File: config.mk
export PLATFORM = sky130hd
export DESIGN_NAME = multicycle_adder
export DESIGN_NICKNAME = d
export VERILOG_FILES = /design/src/rtl/multicycle_adder.sv
export SDC_FILE = /design/constraint.sdc
export NUM_CORES = 1
export LEC_CHECK = 0
export CELL_PAD_IN_SITES_DETAIL_PLACEMENT = 1
export CELL_PAD_IN_SITES_GLOBAL_PLACEMENT = 1
export CORE_ASPECT_RATIO = 1.75
export CORE_MARGIN = 1.5
export CORE_UTILIZATION = 43
export CTS_BUF_LIST = sky130_fd_sc_hd__clkbuf_16
export DETAILED_ROUTE_END_ITERATION = 10
export PLACE_DENSITY_LB_ADDON = 0.1
export SLEW_MARGIN = 20
export SYNTH_ARGS = -nofsm -noshare
export SYNTH_HDL_FRONTEND = slang
export SYNTH_SLANG_ARGS = --single-unit
export TNS_END_PERCENT = 1
File: constraint.sdc
create_clock -name clk -period 2.9 [get_ports clk]
set_input_delay 0.58 -clock clk [delete_from_list [all_inputs] [get_ports clk]]
set_output_delay 0.58 -clock clk [all_outputs]
set_load 0.02 [all_outputs]
File: src/rtl/multicycle_adder.sv
// Sequential add/subtract core: CHUNK bits per clock, carry rippled across cycles.
// Optional signed-overflow output enabled by defining MULTICYCLE_ADDER_OVF_EN.
module multicycle_adder #(
  parameter int WIDTH = 8,
  parameter int CHUNK = 2
) (
  input  logic             clk,
  input  logic             rst,
  input  logic             start,
  input  logic             sub,
  input  logic [WIDTH-1:0] a,
  input  logic [WIDTH-1:0] b,
  input  logic             cin,
  output logic [WIDTH-1:0] sum,
  output logic             cout,
  output logic             busy,
  output logic             done
`ifdef MULTICYCLE_ADDER_OVF_EN
  ,
  output logic             ovf
`endif
);

  localparam int N     = (CHUNK > 0) ? (WIDTH / CHUNK) : 1;
  localparam int CNT_W = (N > 1) ? $clog2(N) : 1;
  localparam logic [CNT_W-1:0] LAST = CNT_W'(N - 1);

  generate
    if ((WIDTH < 1) || (CHUNK < 1) || ((WIDTH % CHUNK) != 0)) begin : g_bad_param
      $fatal(1, "multicycle_adder: CHUNK must be >= 1 and divide WIDTH");
    end
  endgenerate

  typedef enum logic {S_IDLE = 1'b0, S_RUN = 1'b1} state_t;

  state_t           state_q, state_d;
  logic [WIDTH-1:0] a_q, a_d, b_q, b_d, res_q, res_d, sum_q, sum_d;
  logic             c_q, c_d, cout_q, cout_d, busy_q, busy_d, done_q, done_d;
  logic [CNT_W-1:0] cnt_q, cnt_d;
`ifdef MULTICYCLE_ADDER_OVF_EN
  logic             ovf_q, ovf_d;
`endif

  logic [CHUNK-1:0] ch_sum_s;
  logic [CHUNK:0]   ch_carry_s;
  logic [WIDTH-1:0] ch_ext_s;
  logic [WIDTH-1:0] res_shift_s;

  // Ripple-carry add of the low chunk, result placed at the top of the shift register
  always_comb begin
    ch_carry_s    = '0;
    ch_sum_s      = '0;
    ch_carry_s[0] = c_q;
    for (int i = 0; i < CHUNK; i++) begin
      ch_sum_s[i]     = a_q[i] ^ b_q[i] ^ ch_carry_s[i];
      ch_carry_s[i+1] = (ch_carry_s[i] & (a_q[i] ^ b_q[i])) | (a_q[i] & b_q[i]);
    end
    ch_ext_s              = '0;
    ch_ext_s[CHUNK-1:0]   = ch_sum_s;
    res_shift_s           = (res_q >> CHUNK) | (ch_ext_s << (WIDTH - CHUNK));
  end

  // Next-state and datapath update for the IDLE/RUN sequencer
  always_comb begin
    state_d = state_q;
    a_d     = a_q;
    b_d     = b_q;
    c_d     = c_q;
    cnt_d   = cnt_q;
    res_d   = res_q;
    sum_d   = sum_q;
    cout_d  = cout_q;
    busy_d  = busy_q;
    done_d  = 1'b0;
`ifdef MULTICYCLE_ADDER_OVF_EN
    ovf_d   = ovf_q;
`endif
    case (state_q)
      S_IDLE: begin
        if (start) begin
          a_d     = a;
          b_d     = sub ? ~b : b;
          c_d     = sub ? 1'b1 : cin;
          cnt_d   = '0;
          res_d   = '0;
          busy_d  = 1'b1;
          state_d = S_RUN;
        end else begin
          state_d = S_IDLE;
        end
      end
      S_RUN: begin
        a_d   = a_q >> CHUNK;
        b_d   = b_q >> CHUNK;
        c_d   = ch_carry_s[CHUNK];
        cnt_d = cnt_q + CNT_W'(1);
        res_d = res_shift_s;
        if (cnt_q == LAST) begin
          sum_d   = res_shift_s;
          cout_d  = ch_carry_s[CHUNK];
`ifdef MULTICYCLE_ADDER_OVF_EN
          // Carry into the MSB is the carry entering the top bit of the last chunk
          ovf_d   = ch_carry_s[CHUNK-1] ^ ch_carry_s[CHUNK];
`endif
          done_d  = 1'b1;
          busy_d  = 1'b0;
          state_d = S_IDLE;
        end else begin
          state_d = S_RUN;
        end
      end
      default: begin
        busy_d  = 1'b0;
        state_d = S_IDLE;
      end
    endcase
  end

  // State registers; reset aborts any operation in flight
  always_ff @(posedge clk or posedge rst) begin
    if (rst) begin
      state_q <= S_IDLE;
      a_q     <= '0;
      b_q     <= '0;
      c_q     <= 1'b0;
      cnt_q   <= '0;
      res_q   <= '0;
      sum_q   <= '0;
      cout_q  <= 1'b0;
      busy_q  <= 1'b0;
      done_q  <= 1'b0;
`ifdef MULTICYCLE_ADDER_OVF_EN
      ovf_q   <= 1'b0;
`endif
    end else begin
      state_q <= state_d;
      a_q     <= a_d;
      b_q     <= b_d;
      c_q     <= c_d;
      cnt_q   <= cnt_d;
      res_q   <= res_d;
      sum_q   <= sum_d;
      cout_q  <= cout_d;
      busy_q  <= busy_d;
      done_q  <= done_d;
`ifdef MULTICYCLE_ADDER_OVF_EN
      ovf_q   <= ovf_d;
`endif
    end
  end

  assign sum  = sum_q;
  assign cout = cout_q;
  assign busy = busy_q;
  assign done = done_q;
`ifdef MULTICYCLE_ADDER_OVF_EN
  assign ovf  = ovf_q;
`endif

endmodule
* Word level (Yosys, flattened, before mapping)
Cells that the tools add are included.
W data, S select, Z words.
** Word-level totals
- Word-level logic and storage cells :: 49
- Bits of input ports :: 21
- Register bits after elaboration :: 39
- Output and inout port bits :: 11
** Operators by class
- Add/subtract/negate cells :: 1
- Eq/ne operators :: 3
- Reductions and logical operators :: 2
- Bitwise operators :: 13
- Multiplexer cells :: 20
** Operators with widths (number)
- $pmux W8 S2 :: 3
- $mux W8 :: 4
- $mux W1 :: 8
- $not A8 Y8 :: 1
- $or A6 B8 Y8 :: 1
- $pmux W1 S2 :: 3
- $and A1 B1 Y1 :: 4
- $pmux W2 S2 :: 1
- $reduce_and A2 Y1 :: 2
- $xor A1 B1 Y1 :: 4
- $add A2 B1 Y2 const B :: 1
- $eq A2 B2 Y1 const B :: 1
- $mux W2 :: 1
- $ne A2 B1 Y1 const B :: 1
- $ne A2 B2 Y1 const B :: 1
- $or A1 B1 Y1 :: 2
- $not A1 Y1 :: 1

* Depth between registers and ports, before layout
Gate-level depths: netlist of the first run.
- Word-level depth :: 6
- Gate-level depth with buffers :: 4
- Depth with buffers taken out :: 4

* Worst setup path after synthesis of the first run
OpenSTA, ideal clock, no wires.
- Path kind :: flip-flop to flip-flop
- From :: register a_q[0]
- To :: register res_q[7]
- Library setup time :: 82 ps
- Buffers on the path :: 0
- Path slack :: 1418 ps
- Data required time :: 2818 ps
- Cell stages (with the launch flop) :: 5
- Period minus slack after synthesis :: 1482 ps
- Arrival :: 1400 ps
- Cell sequence :: dfrtp_1 -> fa_1 -> inv_1 -> fa_1 -> o22ai_1
** Between the ends
- Cells in the longest elaborated chain, start to end :: 6
- Elaborated cells on any way between the ends :: 7
- Those cells by class :: mux (1); bitwise (6)
** Ends and longest elaborated chain
- start: declaration :: line 37 : logic [WIDTH-1:0] a_q, a_d, b_q, b_d, res_q, res_d, sum_q, sum_d;
- start signal: assignment :: line 123 : a_q <= '0;
- start signal: assignment :: line 137 : a_q <= a_d;
- $xor A1 B1 Y1 :: line 56 : ch_carry_s[i+1] = (ch_carry_s[i] & (a_q[i] ^ b_q[i])) | (a_q[i] & b_q[i]);
- $and A1 B1 Y1 :: line 56
- $or A1 B1 Y1 * :: line 56
- $xor A1 B1 Y1 * :: line 55 : ch_sum_s[i] = a_q[i] ^ b_q[i] ^ ch_carry_s[i];
- $or A6 B8 Y8 * :: line 60 : res_shift_s = (res_q >> CHUNK) | (ch_ext_s << (WIDTH - CHUNK));
- $pmux W8 S2 * :: line 78 : case (state_q)
- end signal: assignment :: line 141 : res_q <= res_d;
- end: declaration :: line 37
Every way passes the cells marked *; elsewhere a longest branch is shown, timed or not.
A chain may end at the register's enable or synchronous reset.

* Worst setup path in the final report of the first run
- From :: input start
- To :: register c_q
** Between the ends
- Cells in the longest elaborated chain, start to end :: 1
** Ends and longest elaborated chain
- start: declaration :: line 9 : input logic start,
- $ne A2 B2 Y1 (no line)
- end signal: assignment :: line 125 : c_q <= 1'b0;
- end signal: assignment :: line 139 : c_q <= c_d;
- end: declaration :: line 38 : logic c_q, c_d, cout_q, cout_d, busy_q, busy_d, done_q, done_d;
Every way passes these cells.

==> results of run 1 <==
## kinds of logic after synthesis
| logic type | after synthesis |
|---|---|
| muxes | 15 |
| AOI/OAI and AO/OA | 29 |
| xor gates and xnor gates | 8 |
| DFF | 37 |
| adders and majority gates | 3 |
| and+or+nand+nor | 41 |
| buffers and inverters | 15 |
## power groups by stage
stage / Clock [W] / Combinational, W / Sequential, W
finish: 0.000592 / 0.000767 / 0.000850
global route: 0.000626 / 0.000853 / 0.000876
CTS: 0.000607 / 0.000784 / 0.000853
detailed placement: 0 / 0.000777 / 0.000857
global placement: 0 / 0.000746 / 0.000840
floorplan: 0 / 0.000430 / 0.000912
## cell usage in the layout (no fill, tap or decap), types with 2 or more instances in the layout
master and count:
a211oi_1 2, a21oi_1 4, buf_4 3, clkbuf_16 5
clkdlybuf4s50_1 31, dfrtp_1 37, fa_1 2, inv_1 5
inv_2 2, mux2_2 7, mux2i_1 8, nand2_1 17
nand2b_1 8, nor2_1 6, o211ai_1 5, o21ai_0 7
o21ai_1 6, o22ai_1 2, or3b_1 6, xnor2_1 7
## worst register-to-register path: stages (launching register included)
cell	delay [ns]
dfrtp_1	0.40
fa_1	0.42
inv_1	0.08
fa_1	0.44
o22ai_1	0.16
## registers in the layout (all words and copies together) (netlist names)
name,count
state_q,1
busy,1
cout,1
res_q,6
done,1
cnt_q,2
a_q,8
b_q,8
c_q,1
sum,8
## through the flow
stage / power [W] / worst slack [ns] / instance area [µm²] / std cells
floorplan: 0.001342 / 1.418 / 1685 / 148
global placement: 0.001585 / 0.8278 / 2013 / 221
detailed placement: 0.001634 / 0.7733 / 2013 / 221
CTS: 0.002245 / 1.060 / 2176 / 229
global route: 0.002355 / 0.9297 / 2176 / 229
finish: 0.002209 / 1.079 / 2176 / 229
## cell type report
class	count	area share, %
Sequential cell	37	42.55
Multi-Input combinational cell	96	30.88
Timing Repair Buffer	34	15.30
Clock buffer	5	5.750
Tap cell	48	2.760
Clock inverter	3	1.725
Inverter	6	1.035
## final timing paths
kind                       endpoint  slack (ns)
setup / recovery                c_q        1.08
hold / removal                 busy        0.48
setup reg to reg           res_q[7]        1.33
hold reg to reg                busy        0.48
max in group asynchronous    sum[1]        1.86
min in group asynchronous    sum[0]        0.71
## per-layer routing
layer	routed length [µm]	share of wire [%]
met5	0	0
met4	74	2.1
met3	97	2.8
met2	2031	58
met1	1307	37
==> flow_summary.yaml, run 1 <==
power:
  p_per_area_nw_per_um2: 1015
  p_leak_nw: 0.9527
  power.share.switching_pct: 32.24
  p_sw_w: 0.0007123
  share_clk_of_total_power_pct: 26.8
  combPwrFrac_pct: 34.7
  intPower_w: 0.001497
  peakVddDrop_mv: 0.6117
  power_frac_seq_pct: 38.5
yosys:
  yosysMostFrequentCell: "dfrtp_1"
  yosysTopAreaCellShare_pct: 54.94
  syn-num-nets: 172
  synthArstFlopShare_pct: 100.0
  ys_seq_area_share_pct: 54.94
  synth.largest_area_cell: "dfrtp_1"
  synth_commonest_cells: "dfrtp_1, nand2_1, mux2i_1, nand2b_1"
  synth_seq_cells: 37
  synth_top_family_by_area: "simple AND/OR/NAND/NOR gates"
  synth.area.top_cells: "dfrtp_1, mux2i_1, mux2_2, nand2_1, xnor2_1"
  ys_warn_count: 0
  yosys.area_share.simple_pct: 12.77
  syn_avg_cell_area_um2: 11.39
  ys.flop_type: "dfrtp_1"
  synth_compound_area_share_pct: 10.39
  muxShareOfSynthArea_pct: 9.428
  yosys.area_share.adder_pct: 3.118
  synthDistinctLibCells: 29
  synth-xor-area-share_pct: 4.157
  syn_area_um2: 1685
  syn_inst: 148
  synth-edff-count: 0
timing:
  max_freq_ghz: 0.5491
  period_needed_ns: 1.821
  setup_violations: 0
  timing.final.crit_share_pct: 62.80
  grt_setup_unrepaired: "no"
  tightest_slew_ns: 0.4946
  fin_setup_tns_ns: 0
  drv_slew: 0
  holdWs_ns: 0.4777
  hold_viol: 0
  skew_ns: 0.003086
  max_slew_margin_pct: 66.92
min_path:
  whs_path_depth: 1
  hp-start: "busy"
  hold_class: "register to register"
layout:
  fillCellCount: 427
  syn2layout_area_growth_pct: 29.10
  drive_above_1_share_pct: 10.50
  diodes: 0
  multi_input_area_um2: 671.9
  fin_util_pct: 56.83
  layout.nets: 204
  seqCellArea_um2: 925.9
clock_tree:
  cts.clk_slew.worst_paths_ns: 0.05
  cts-root-buf: "clkbuf_16"
  hold_buffers: 0
  h-tree-depth: 2
  insertion_delay_ns: 0.28
  cts-buffers-inserted: 5
  clockBufferDepth: 2
  cts_resized: 0
  cts_sinks: 37
  postCtsSetupRepairBufs: 0
  cts_tree: "yes"
status:
  status: "finished, final reports clean"
critical_path:
  cp_top_family: "buffers and inverters"
  worstSetupStartpoint: "start"
  path_cells: "clkdlybuf4s50_1 > buf_4 > nor3b_1 > o22ai_1"
  crit_path_end_kind: "register"
  cp_num_cells: 4
  cpMaxStageDelayCell: "clkdlybuf4s50_1"
  critPathRequiredTime_ns: 3.05
  cp_max_fo: 17
  startpoint_type: "primary input"
  r2r_start: "a_q[0]"
  arrival_ns: 1.97
  r2r_cells: 4
  crit_path_max_incr_delay_ns: 0.73
  crit_type: "primary input to register"
  path_buf_inv: 2
floorplan:
  die_w_um: 50.33
  dieArea_um2: 4319
  start_util_pct: 44.02
  die-height_um: 85.82
  io_pins: 32
  coreArea_um2: 3829
  core.rowCount: 30
global_routing:
  grt_use_met1_pct: 20.47
  grt_pass1_vias: 1275
  use_met2_pct: 35.05
  use_met3_pct: 3.659
  grt_pass1_wl_um: 6044
  grt_usage_pct: 18.98
  top_usage_layer: "met2"
  grt-ovfl-total: 0
  antenna_found_initial: 0
  grt_max_degree: 49
detailed_routing:
  drt_iter0_drc: 35
  post-route-drc-count: 0
  dr.pass1.iters: 4
  routed_wl_um: 3510
  vias_per_cell: 5.109
  routed-via-count: 1170
  routedWlPerCell_um: 15.33
  antenna_left: 0
placed_design:
  dp_hpwl_um: 2489
  gp_congestion: 0.7302
  portBuffers: 31
flow_run:
  max-cap-violations: 0
No activity file was read; power rests on OpenSTA's default activity.
==> run 2, diff against run 1 <==
--- a/config.mk
+++ b/config.mk
@@ -9,7 +9,7 @@
 export CELL_PAD_IN_SITES_GLOBAL_PLACEMENT = 1
 export CORE_ASPECT_RATIO = 1.75
 export CORE_MARGIN = 1.5
-export CORE_UTILIZATION = 43
+export CORE_UTILIZATION = 36
 export CTS_BUF_LIST = sky130_fd_sc_hd__clkbuf_16
 export DETAILED_ROUTE_END_ITERATION = 10
 export PLACE_DENSITY_LB_ADDON = 0.1
==> constraint.sdc (replaced) <==
create_clock -name clk -period 1.55 [get_ports clk]
set_input_delay 0.31 -clock clk [delete_from_list [all_inputs] [get_ports clk]]
set_output_delay 0.31 -clock clk [all_outputs]
set_load 0.02 [all_outputs]
==> run 2 against run 1 <==
  * Non-clock buffer count grew 4
  * Cell count grew 3.1%
  * Register-to-register slack lost 1.3 ns
  * Critical path depth is the same
  * Global-route usage shrank 2.7 points
  * Combinational power grew 90%
  * Via count grew 1.9%
==> flow_summary.yaml, run 2 (synthesis results as in run 1) <==
floorplan:
  io_pins: 32
  die_w_um: 54.72
  coreArea_um2: 4444
  core.rowCount: 32
  start_util_pct: 37.92
  die-height_um: 93.52
  dieArea_um2: 5117
layout:
  final_cell_mix: "dfrtp_1, clkdlybuf4s50_1, nand2_1"
  syn2layout_area_growth_pct: 34.74
  diodes: 0
  drive_above_1_share_pct: 13.51
  fin_area_um2: 2271
  final_common_cell: "dfrtp_1"
  fillCellCount: 487
  layout.nets: 208
power:
  p_leak_nw: 1.096
  peakVddDrop_mv: 1.007
  p_per_area_nw_per_um2: 1827
placed_design:
  portBuffers: 31
  dp_hpwl_um: 2509
  gp_congestion: 0.7672
  place_area_um2: 2085
clock_tree:
  cts.clk_slew.worst_paths_ns: 0.05
  h-tree-depth: 2
  cts-root-buf: "clkbuf_16"
  clockBufferDepth: 2
  cts-buffers-inserted: 5
  cts_tree: "yes"
  insertion_delay_ns: 0.28
  hold_buffers: 0
  cts_sinks: 37
critical_path:
  path_buf_inv: 1
  crit_type: "register to register"
  r2r-end: "res_q[7]"
  critPathRequiredTime_ns: 1.74
  cp_max_fo: 2
  cp_top_family: "adder cells"
  path_cells: "fa_2 > inv_2 > fa_1 > o22ai_1"
  crit_path_end_kind: "register"
  r2r_cells: 4
  crit_path_max_incr_delay_ns: 0.42
  cpMaxStageDelayCell: "fa_1"
  r2r_start: "a_q[0]"
  reg2reg_setup_slack_ns: 0.01
  arrival_ns: 1.72
  startpoint_type: "register"
timing:
  max_freq_ghz: 0.6512
  max_slew_margin_pct: 84.60
  hold_viol: 0
  drv_slew: 0
  grt_setup_unrepaired: "yes"
  setup_violations: 0
  skew_ns: 0.004241
  holdWs_ns: 0.3848
  period_needed_ns: 1.536
  tightest_slew_ns: 0.2296
  timing.final.crit_share_pct: 99.07
flow_run:
  max-cap-violations: 0
detailed_routing:
  post-route-drc-count: 0
  routed-via-count: 1192
  vias_per_cell: 5.051
  dr.pass1.iters: 2
  routedWlPerCell_um: 15.20
  antenna_left: 0
  drt_iter0_drc: 12
  routed_wl_um: 3588
min_path:
  hold_class: "primary input to async pin"
global_routing:
  antenna_found_initial: 0
  grt_usage_pct: 16.30
  grt_max_degree: 38
  grt_pass1_wl_um: 5961
  grt-ovfl-total: 0
  grt_pass1_vias: 1296
status:
  status: "finished, final reports clean"
run 2: changes by cell type in the layout (fill, tap and decap cells not counted), sizes merged:
| cell | change |
|---|---|
| dlymetal6s2s | +9 |
| clkdlybuf4s50 | -10 |
| buf | +4 |
| dlygate4sd2 | +1 |
run 2: area by class of cell:
type / instances / area, µm² / area share (%)
clock buffers: 5 / 125.1 / 5.510
clock inverters: 3 / 37.54 / 1.653
inverters: 6 / 22.52 / 0.9917
multi-input cells: 96 / 674.4 / 29.70
flip-flops and latches: 37 / 925.9 / 40.77
well taps: 51 / 63.81 / 2.810
repair buffers: 38 / 421.7 / 18.57
run 2: worst reg2reg max path, stage by stage, from the launching register on:
cell and delay, ns:
dfrtp_1 0.40, fa_2 0.39, inv_2 0.06, fa_1 0.42, o22ai_1 0.18
run 2: what timing repair did:
action | CTS | global route
pin swaps | 2 | 2
setup buffers | 0 | 0
resized for setup | 3 | 9
endpoints found under the setup margin | 2 | 10
run 2: worst max-delay path by stage:
stage               startpoint        to  depth (start not counted)
global route            a_q[0]  res_q[7]                          4
finish                  a_q[0]  res_q[7]                          4
detailed placement      a_q[0]  res_q[7]                          4
floorplan               a_q[0]  res_q[7]                          4
CTS                     a_q[0]  res_q[7]                          4
global placement        a_q[0]  res_q[7]                          4
run 2: stage by stage:
step	power [W]	instances	setup TNS, ns	setup WS (ns)	utilization, %
floorplan	0.002511	148	0	0.06807	-
global placement	0.003038	228	0	0.02596	46.90
detailed placement	0.003108	228	-0.02239	-0.01985	46.90
CTS	0.004250	236	-0.02054	-0.02054	50.59
global route	0.004433	236	-0.01536	-0.01536	51.10
finish	0.004149	236	0	0.01448	51.10
run 2: routing by layer:
layer  global-route usage [%]  vias to the layer above  wire, µm  part of all wire (%)
met4                    5.625                        0        48                   1.3
li1                         -                      571         -                     -
met3                    3.834                        4       123                   3.4
met5                        0                        -         0                     0
met2                    28.57                       23      2014                    56
met1                    18.19                      594      1401                    39
run 2: power breakdown:
group          switching, W  internal [W]
Clock              0.000359      0.000746
Sequential         0.000225       0.00136
Combinational      0.000745      0.000716
Total               0.00133       0.00282
==> run 3, diff against run 2 <==
--- a/config.mk
+++ b/config.mk
@@ -5,12 +5,14 @@
 export SDC_FILE = /design/constraint.sdc
 export NUM_CORES = 1
 export LEC_CHECK = 0
+export ABC_AREA = 1
 export CELL_PAD_IN_SITES_DETAIL_PLACEMENT = 1
 export CELL_PAD_IN_SITES_GLOBAL_PLACEMENT = 1
-export CORE_ASPECT_RATIO = 1.75
+export CORE_ASPECT_RATIO = 1.4
 export CORE_MARGIN = 1.5
-export CORE_UTILIZATION = 36
+export CORE_UTILIZATION = 35
 export CTS_BUF_LIST = sky130_fd_sc_hd__clkbuf_16
+export CTS_CLUSTER_DIAMETER = 100
 export DETAILED_ROUTE_END_ITERATION = 10
 export PLACE_DENSITY_LB_ADDON = 0.1
 export SLEW_MARGIN = 20
==> run 3 against run 2 <==
  * Utilization is 3.5 points lower
  * Sequential power is 3% lower
  * Die area is 6.6% higher
  * Worst setup slack better by 0.011 ns
  * Global-route usage is 0.32 points lower
  * Clock power is 15% lower
  * Synthesized cell count is 35% higher
  * First-iteration DRC count grew to 2.5 times the previous value
  * Register-to-register slack hardly changed
  * Non-clock buffer count is 1 lower
  * Synthesized area is 4.2% higher
  * Cell count is 28% higher
  * Critical path type is now register to output pin
  * Critical endpoint is now sum[3]
==> flow_summary.yaml, run 3 <==
placed_design:
  dp_hpwl_um: 2793
  gp_congestion: 0.7085
  portBuffers: 31
  pre_cts_ws_ns: -0.03635
critical_path:
  cp_num_cells: 1
  cp_top_family: "buffers and inverters"
  crit_type: "register to output pin"
  startpoint_type: "register"
  path_cells: "clkdlybuf4s50_1"
  arrival_ns: 1.21
  crit_path_end_kind: "output pin"
  r2r_cells: 4
  r2r_start: "a_q[0]"
  cp_max_fo: 2
  cpMaxStageDelayCell: "clkdlybuf4s50_1"
  r2r-end: "res_q[7]"
  reg2reg_setup_slack_ns: 0.03
  critPathRequiredTime_ns: 1.24
  crit_end: "sum[3]"
  crit_path_max_incr_delay_ns: 0.60
  path_buf_inv: 1
  worstSetupStartpoint: "sum[3]"
yosys:
  syn_area_um2: 1755
  synth_seq_cells: 37
  synthArstFlopShare_pct: 100.0
  synth.area.top_cells: "dfrtp_1, nand2_1, inv_1, o21ai_2, buf_6"
  ys_seq_area_share_pct: 52.74
  synthDistinctLibCells: 21
  syn_avg_cell_area_um2: 8.777
  ys.flop_type: "dfrtp_1"
  ys_warn_count: 0
  yosysTopAreaCellShare_pct: 52.74
  synth-edff-count: 0
  syn_inst: 200
  synth.largest_area_cell: "dfrtp_1"
  yosysMostFrequentCell: "nand2_1"
  synth_commonest_cells: "nand2_1, dfrtp_1, inv_1"
  syn-num-nets: 224
layout:
  layout.nets: 261
  multi_input_area_um2: 649.4
  syn2layout_area_growth_pct: 31.29
  final_common_cell: "nand2_1"
  diodes: 0
  drive_above_1_share_pct: 14.29
  seqCellArea_um2: 925.9
  final_cell_mix: "nand2_1, dfrtp_1, inv_1"
  fillCellCount: 570
  fin_util_pct: 47.60
timing:
  fin_setup_tns_ns: 0
  tightest_slew_ns: 0.2845
  timing.final.crit_share_pct: 98.37
  hold_viol: 0
  worst_slack_ns: 0.02534
  period_needed_ns: 1.525
  drv_slew: 0
  holdWs_ns: 0.3872
  max_slew_margin_pct: 81.03
  setup_violations: 0
  skew_ns: 0.004945
  grt_setup_unrepaired: "yes"
  max_freq_ghz: 0.6559
power:
  power_frac_seq_pct: 38.1
  intPower_w: 0.002564
  combPwrFrac_pct: 38.4
  p_leak_nw: 1.299
  share_clk_of_total_power_pct: 23.5
  p_per_area_nw_per_um2: 1744
  power.share.switching_pct: 36.21
  p_sw_w: 0.001456
  peakVddDrop_mv: 0.7243
clock_tree:
  insertion_delay_ns: 0.28
  cts_sinks: 37
  clockBufferDepth: 2
  h-tree-depth: 2
  cts.clk_slew.worst_paths_ns: 0.05
  cts_tree: "yes"
  postCtsSetupRepairBufs: 0
  cts-root-buf: "clkbuf_16"
  cts-buffers-inserted: 5
floorplan:
  coreArea_um2: 4842
  die_w_um: 62.86
  dieArea_um2: 5456
  core.rowCount: 30
  io_pins: 32
  start_util_pct: 36.25
  die-height_um: 86.80
global_routing:
  grt-ovfl-total: 0
  grt_pass1_wl_um: 6706
  grt_max_degree: 38
  grt_pass1_vias: 1506
  grt_usage_pct: 15.98
  antenna_found_initial: 0
status:
  status: "finished, final reports clean"
flow_run:
  max-cap-violations: 0
min_path:
  hold_class: "primary input to async pin"
detailed_routing:
  routedWlPerCell_um: 12.81
  antenna_left: 0
  post-route-drc-count: 0
  routed-via-count: 1370
  drt_iter0_drc: 30
  vias_per_cell: 4.536
  routed_wl_um: 3869
  dr.pass1.iters: 6
## run 3: cell types whose count changed in the layout (fill, tap and decap cells not counted), moves of 5 or more
cell      delta
inv_1       +23
mux2_2       -7
mux2i_1      -8
nand2_1     +68
nand2b_1     -8
nand3_1      +7
o211ai_1     -5
o21ai_0      -7
o21ai_1      -5
o21ai_2      +9
or3b_1       -6
xnor2_1      -7
## run 3: worst min path at each step
stage	startpoint	end	depth (start not counted)
detailed placement	a_q[6]	a_q[6]	2
CTS	rst	a_q[3]	3
finish	rst	done	3
global route	rst	a_q[7]	3
global placement	cnt_q[1]	cnt_q[1]	2
floorplan	a[6]	a_q[6]	2
## run 3: layer usage
layer	up-vias	wire [µm]	global-route usage (%)
li1	679	-	-
met1	662	1522	17.51
met3	4	131	3.117
met2	25	2168	30.01
met5	-	0	0
met4	0	46	6.667
## run 3: power groups by stage
stage	Combinational, W	Sequential (W)	Clock [W]
3_5_place_dp	0.00156	0.00155	0
3_3_place_gp	0.00149	0.00152	0
5_1_grt	0.00173	0.00158	0.00101
4_1_cts	0.00156	0.00154	0.000976
2_1_floorplan	0.000967	0.00163	0
6_report	0.00154	0.00153	0.000946
## run 3: cells by family (layout without fill, tap and decap cells)
kind of cell / Yosys count / after routing / synth area share, %
adders and majority gates: 3 / 3 / 2.994
AOI/OAI and AO/OA: 22 / 22 / 8.625
and+or+nand+nor: 101 / 101 / 24.73
DFF: 37 / 37 / 52.74
buffers and inverters: 37 / 75 / 10.90
## run 3: layout make-up
| cell class | count | share of cell area [%] |
|---|---|---|
| sequential | 37 | 40.17 |
| multi-input combinational | 126 | 28.18 |
| timing repair buffer | 37 | 17.16 |
| clock buffer | 5 | 5.429 |
| inverter | 30 | 4.995 |
| tap | 64 | 3.474 |
| clock inverter | 3 | 0.5972 |
## run 3: repair_timing
| item | CTS | global route |
|---|---|---|
| setup endpoints to repair | 4 | 9 |
| resized for setup | 4 | 9 |
| hold buffers | 0 | 0 |
| pin swaps | 2 | 2 |
## run 3: per-stage QoR
stage                     instances  total power, W  area, µm²
after global placement          294        0.003011       2140
after detailed placement        294        0.003112       2140
after global routing            302        0.004325       2305
after floorplan                 200        0.002593       1755
final                           302        0.004020       2305
after CTS                       302        0.004074       2278
